==> src/rtl/vga_pkg.sv <==
// Shared VGA 640x480@60 timing constants and coordinate helpers.
// Used by the timing generator and by the pattern generators (screen centre).
package vga_pkg;

  typedef logic [9:0] coord_t;

  // Raw timing figures, in pixel clocks (horizontal) and lines (vertical).
  localparam int unsigned H_ACTIVE = 640;
  localparam int unsigned H_FP     = 16;
  localparam int unsigned H_SYNC   = 96;
  localparam int unsigned H_BP     = 48;
  localparam int unsigned H_TOTAL  = 800;

  localparam int unsigned V_ACTIVE = 480;
  localparam int unsigned V_FP     = 10;
  localparam int unsigned V_SYNC   = 2;
  localparam int unsigned V_BP     = 33;
  localparam int unsigned V_TOTAL  = 525;

  // 10-bit decode points, so every compare against a coordinate is width-matched.
  localparam coord_t H_ACT_END    = 10'(H_ACTIVE);
  localparam coord_t H_SYNC_START = 10'(H_ACTIVE + H_FP);
  localparam coord_t H_SYNC_END   = 10'(H_ACTIVE + H_FP + H_SYNC);
  localparam coord_t H_MAX        = 10'(H_TOTAL - 1);

  localparam coord_t V_ACT_END    = 10'(V_ACTIVE);
  localparam coord_t V_SYNC_START = 10'(V_ACTIVE + V_FP);
  localparam coord_t V_SYNC_END   = 10'(V_ACTIVE + V_FP + V_SYNC);
  localparam coord_t V_MAX        = 10'(V_TOTAL - 1);

  // Screen centre for the pattern generators.
  localparam coord_t X_CENTRE = 10'(H_ACTIVE / 2);
  localparam coord_t Y_CENTRE = 10'(V_ACTIVE / 2);

  // True when lo <= val < hi.
  function automatic logic in_window(input coord_t val, input coord_t lo, input coord_t hi);
    return (val >= lo) && (val < hi);
  endfunction

endpackage

==> src/rtl/wrap_counter.sv <==
// Up-counter 0..Max that wraps to 0; wrap_o flags the incrementing cycle at Max.
// Used for both the horizontal and vertical VGA counters.
module wrap_counter #(
  parameter int unsigned       Width = 10,
  parameter logic [Width-1:0]  Max   = '1
) (
  input  logic             clk,
  input  logic             rst,
  input  logic             inc_i,
  output logic [Width-1:0] count_o,
  output logic             wrap_o
);

  logic [Width-1:0] count_q, count_d;

  // Next count: hold unless incrementing, return to zero after Max.
  always_comb begin
    count_d = count_q;
    if (inc_i) begin
      count_d = (count_q == Max) ? '0 : count_q + 1'b1;
    end
  end

  // Counter register, asynchronously cleared.
  always_ff @(posedge clk or posedge rst) begin
    if (rst) begin
      count_q <= '0;
    end else begin
      count_q <= count_d;
    end
  end

  // Output view of the count and the wrap strobe.
  always_comb begin
    count_o = count_q;
    wrap_o  = inc_i && (count_q == Max);
  end

endmodule

==> src/rtl/vga_timing_gen.sv <==
// VGA 640x480@60 timing generator: h/v counters, sync/active decode, frame strobe.
// Define VGA_FRAME_CNT_EN to add the 8-bit frame counter output frame_cnt_o.
module vga_timing_gen
  import vga_pkg::*;
(
  input  logic       clk,
  input  logic       rst,
  input  logic       ena_i,
  output logic       hsync_o,
  output logic       vsync_o,
  output logic [9:0] x_o,
  output logic [9:0] y_o,
  output logic       active_o,
  output logic       next_frame_o
`ifdef VGA_FRAME_CNT_EN
  ,
  output logic [7:0] frame_cnt_o
`endif
);

  coord_t h_count, v_count;
  logic   h_wrap, v_wrap;

  wrap_counter #(
    .Width (10),
    .Max   (H_MAX)
  ) u_h_cnt (
    .clk     (clk),
    .rst     (rst),
    .inc_i   (ena_i),
    .count_o (h_count),
    .wrap_o  (h_wrap)
  );

  // Vertical counter steps only on the enabled clock where the line wraps.
  wrap_counter #(
    .Width (10),
    .Max   (V_MAX)
  ) u_v_cnt (
    .clk     (clk),
    .rst     (rst),
    .inc_i   (h_wrap),
    .count_o (v_count),
    .wrap_o  (v_wrap)
  );

  // Combinational decode of the counter registers; no output pipeline.
  always_comb begin
    x_o          = h_count;
    y_o          = v_count;
    hsync_o      = !in_window(h_count, H_SYNC_START, H_SYNC_END);
    vsync_o      = !in_window(v_count, V_SYNC_START, V_SYNC_END);
    active_o     = (h_count < H_ACT_END) && (v_count < V_ACT_END);
    // Gated by ena so a stall on (0,480) drops the strobe and it fires only once.
    next_frame_o = ena_i && (v_count == V_ACT_END) && (h_count == '0);
  end

  // A frame can only end on the last pixel of a line.
  frame_wrap_on_line_end: assert property (
    @(posedge clk) disable iff (rst) v_wrap |-> (h_count == H_MAX)
  );

`ifdef VGA_FRAME_CNT_EN
  logic [7:0] frame_cnt_q, frame_cnt_d;

  // Advance once per frame strobe, wrapping naturally at 8 bits.
  always_comb begin
    frame_cnt_d = frame_cnt_q;
    if (next_frame_o) begin
      frame_cnt_d = frame_cnt_q + 8'd1;
    end
  end

  // Frame counter register, asynchronously cleared.
  always_ff @(posedge clk or posedge rst) begin
    if (rst) begin
      frame_cnt_q <= '0;
    end else begin
      frame_cnt_q <= frame_cnt_d;
    end
  end

  assign frame_cnt_o = frame_cnt_q;
`endif

endmodule
==> config.mk <==
export PLATFORM = sky130hd
export DESIGN_NAME = vga_timing_gen
export DESIGN_NICKNAME = d
export VERILOG_FILES = /design/src/rtl/vga_pkg.sv /design/src/rtl/wrap_counter.sv /design/src/rtl/vga_timing_gen.sv
export SDC_FILE = /design/constraint.sdc
export NUM_CORES = 1
export LEC_CHECK = 0
export ABC_AREA = 1
export BUFFER_PORTS_ARGS = -buffer_cell sky130_fd_sc_hd__buf_2
export CAP_MARGIN = 5
export CORE_MARGIN = 2
export CORE_UTILIZATION = 35
export CTS_CLUSTER_SIZE = 40
export DETAILED_ROUTE_END_ITERATION = 8
export PLACE_DENSITY = 0.54
export SLEW_MARGIN = 20
export SYNTH_ARGS = -nofsm -noshare
export SYNTH_HDL_FRONTEND = slang
export SYNTH_HIERARCHICAL = 1
export SYNTH_SLANG_ARGS = --single-unit
==> constraint.sdc <==
create_clock -name clk -period 3.4 [get_ports clk]
set_clock_uncertainty 0.05 [all_clocks]
set_input_delay 0.51 -clock clk [delete_from_list [all_inputs] [get_ports clk]]
set_output_delay 0.51 -clock clk [all_outputs]
set_load 0.05 [all_outputs]
==> flow_summary.toml <==
[clocking]
htree_levels = 1
clockRootBuffer = "clkbuf_8"
clock_edge_transition_at_the_registers_on_the_reported_setup_and_hold_paths_ns = 0.08
clkSinkCount = 20
cts_resized = 0
insertion_delay_ns = 0.26
numCtsBuffers = 3
clock_tree.buffer_depth = 2
postCtsSetupRepairBufs = 0
hold_buf_cts = 0
tritoncts_clock_tree = "built"

[critical_path]
critical_path_arrival_ns = 1.49
path_delay_family = "simple AND/OR/NAND/NOR gates"
cp_slowest_cell = "dfrtp_1"
ff2ff_path_depth = 10
worstPathCellList = "nor2_1 -> nand2_1 -> nor2_2 -> nand2_1 -> nor2_2 -> buf_2"
crit_path_start = "u_h_cnt/count_o[3]"
criticalPathCategory = "flop to primary output"
critPathRequiredTime_ns = 2.84
buffering_stage_count_on_the_worst_path_with_inverters_included = 1
path_depth = 6
endpoint_kind = "primary output"
sort_of_element_at_the_start_of_the_critical_path = "flop"
worst_path_largest_cell_delay_ns = 0.47
path_max_fanout = 8
reg_to_reg_start = "u_h_cnt/count_o[0]"

[placement]
detailedPlacementHpwl_um = 2340
globalplace.congestion = 0.812
numPlacedInstances = 269
buffer_ports.inserted = 26
dpl-instance-area_um2 = 1520

[route]
drc_errors = 0
drt-total-wl_um = 3150
mean_routed_wirelength_per_cell_um = 11.5
met3_wirelength_um = 151
drt_pre_antenna_iters = 4
drtIter0Drc = 85
num_vias = 1228
met2_wirelength_um = 1210
route.detailed.vias_per_inst = 4.50
wirelength_met1_um = 1740
highest_layer = "met4"
antenna_violating_nets_post_route = 0

[worst_hold_path]
hp-class = "input port to async pin"

[floorplan]
die_height_um = 66.0
die_x_um = 66.0
io_pins = 27
initial_standard_cell_utilization_of_the_core_pct = 36.5
floorplan.core_area_um2 = 3690
fp.dieArea_um2 = 4350
core_rows = 22

[global_route]
grt_pass1_wl_um = 5560
number_of_global_route_vias_before_repair = 1090
globalRouteOverflowTotal = 0
grtUsageTotal_pct = 16.7
grt_max_degree = 12
antenna_found_initial = 0

[sta]
final_min_period_over_clock_period_pct = 60.4
final.setup.tns_ns = 0
setup-violations-final = 0
finalWorstPathRequiredPeriod_ns = 2.05
grt_setup_unrepaired = "false"
final_max_slew_viol_count = 0
report.final.hold_viol_count = 0
worst_slew_margin_pct = 72.5
tightest_slew_ns = 0.412
clock.fmax_mhz = 487

[power]
vdd_ir_drop_max_mv = 0.331
p_leak_nw = 0.882
fin_total_pwr_uw = 781
powerDensity_nw_per_um2 = 497

[logic_synthesis]
yosysTopAreaCellShare_pct = 37.2
synth-warning-count = 6
avgSynthCellArea_um2 = 6.83
synth_cell_type_count = 21
syn_nets = 203
synth.yosys.seq_area_share_pct = 37.2
yosys-top-cells-area = "dfrtp_1, nand2_1, inv_1, nor2_1, nand3_1"
synth_area_um2 = 1350
ys_ff_latch = 20
syn_inst = 197
synth_area_leader_cell = "dfrtp_1"

[layout]
final-instance-count-excl-fill = 273
fin_area_um2 = 1570
fillers = 395
area_growth_syn_to_layout_pct = 16.8
final_core_utilization_pct = 42.6
final_net_count = 232
number_of_antenna_cells_inserted = 0
layout-drive-gt1-share_pct = 21.3

[run_status]
status = "finished, final reports clean"

[run]
max_cap_violations = 0
-- worst register-to-register path: cells and delay by family, from the launching register on --
kind	cells	cell delay, ns
adder cells (fa/ha/maj)	1	0.23
AND/OR/NAND/NOR	8	0.93
buffers and inverters	1	0.28
flip-flops	1	0.45
-- sequential cells by signal, summed over array words and instances (netlist names) --
register / flops
u_h_cnt/count_o: 10
u_v_cnt/count_o: 10
-- cell usage in the layout, fill, tap and decap left out, types with 2 or more instances in the layout --
master    count
nor2_1       32
dfrtp_1      20
ha_1          3
nand2_1      51
xnor2_1       2
nor2_2        9
nand3_1      19
a21oi_1       6
inv_1        33
clkbuf_8      4
buf_2        26
nand2_2       4
xor2_1        6
nand3_2       2
nand4_1       2
-- per-layer routing --
layer,vias up,track usage [%]
met5,-,0
li1,650,-
met1,542,27.0
met4,0,6.12
met3,4,2.56
met2,32,21.7
-- per-stage QoR --
step | hold slack, ns | setup WS, ns
finish | 0.178 | 1.35
global route | 0.212 | 1.16
CTS | 0.192 | 1.33
detailed placement | 0.484 | 1.35
global placement | 0.494 | 1.37
floorplan | 0.300 | 1.30
-- worst paths after layout --
check / endpoint / slack, ns
max: next_frame_o / 1.35
min: u_h_cnt/count_o[3] / 0.18
max reg2reg: u_v_cnt/count_o[9] / 1.36
min reg2reg: u_h_cnt/count_o[1] / 0.54
max in group asynchronous: u_v_cnt/count_o[7] / 2.83
min in group clk: u_h_cnt/count_o[7] / 0.54
-- Yosys cell counts --
cell	instances
buf_6	1
buf_4	1
xnor2_1	2
nand2_2	4
nand3b_1	1
xor2_1	6
inv_2	1
nand2_1	51
nor2_2	9
dfrtp_1	20
ha_1	3
nand3_2	2
nand4_1	2
mux2i_1	1
or2_2	1
nor2_4	1
nand3_1	19
o21ai_0	1
a21oi_1	6
nor2_1	32
inv_1	33
-- cell families after synthesis --
family | after synthesis | synth area share, %
mux | 1 | 0.744
simple gates | 122 | 40.6
flops | 20 | 37.2
fa+ha+maj | 3 | 2.79
compound gates | 7 | 2.60
buf+inv | 36 | 10.9
xor+xnor | 8 | 5.21
-- where the power goes --
| group | leakage, nW | internal [mW] | switching (mW) |
|---|---|---|---|
| Combinational | 0.611 | 0.0653 | 0.192 |
| Sequential | 0.243 | 0.269 | 0.0682 |
| Clock | 0.0288 | 0.103 | 0.0832 |
| Total | 0.882 | 0.438 | 0.343 |
-- final cells by class --
class                   count  area (µm²)  area share [%]
flip-flops and latches     20         500            31.8
clock buffers               4        55.1            3.50
inverters                  34         128            8.12
repair buffers             26         130            8.28
well taps                  48        60.1            3.82
multi-input cells         141         698            44.4
No activity file was read; power rests on OpenSTA's default activity.
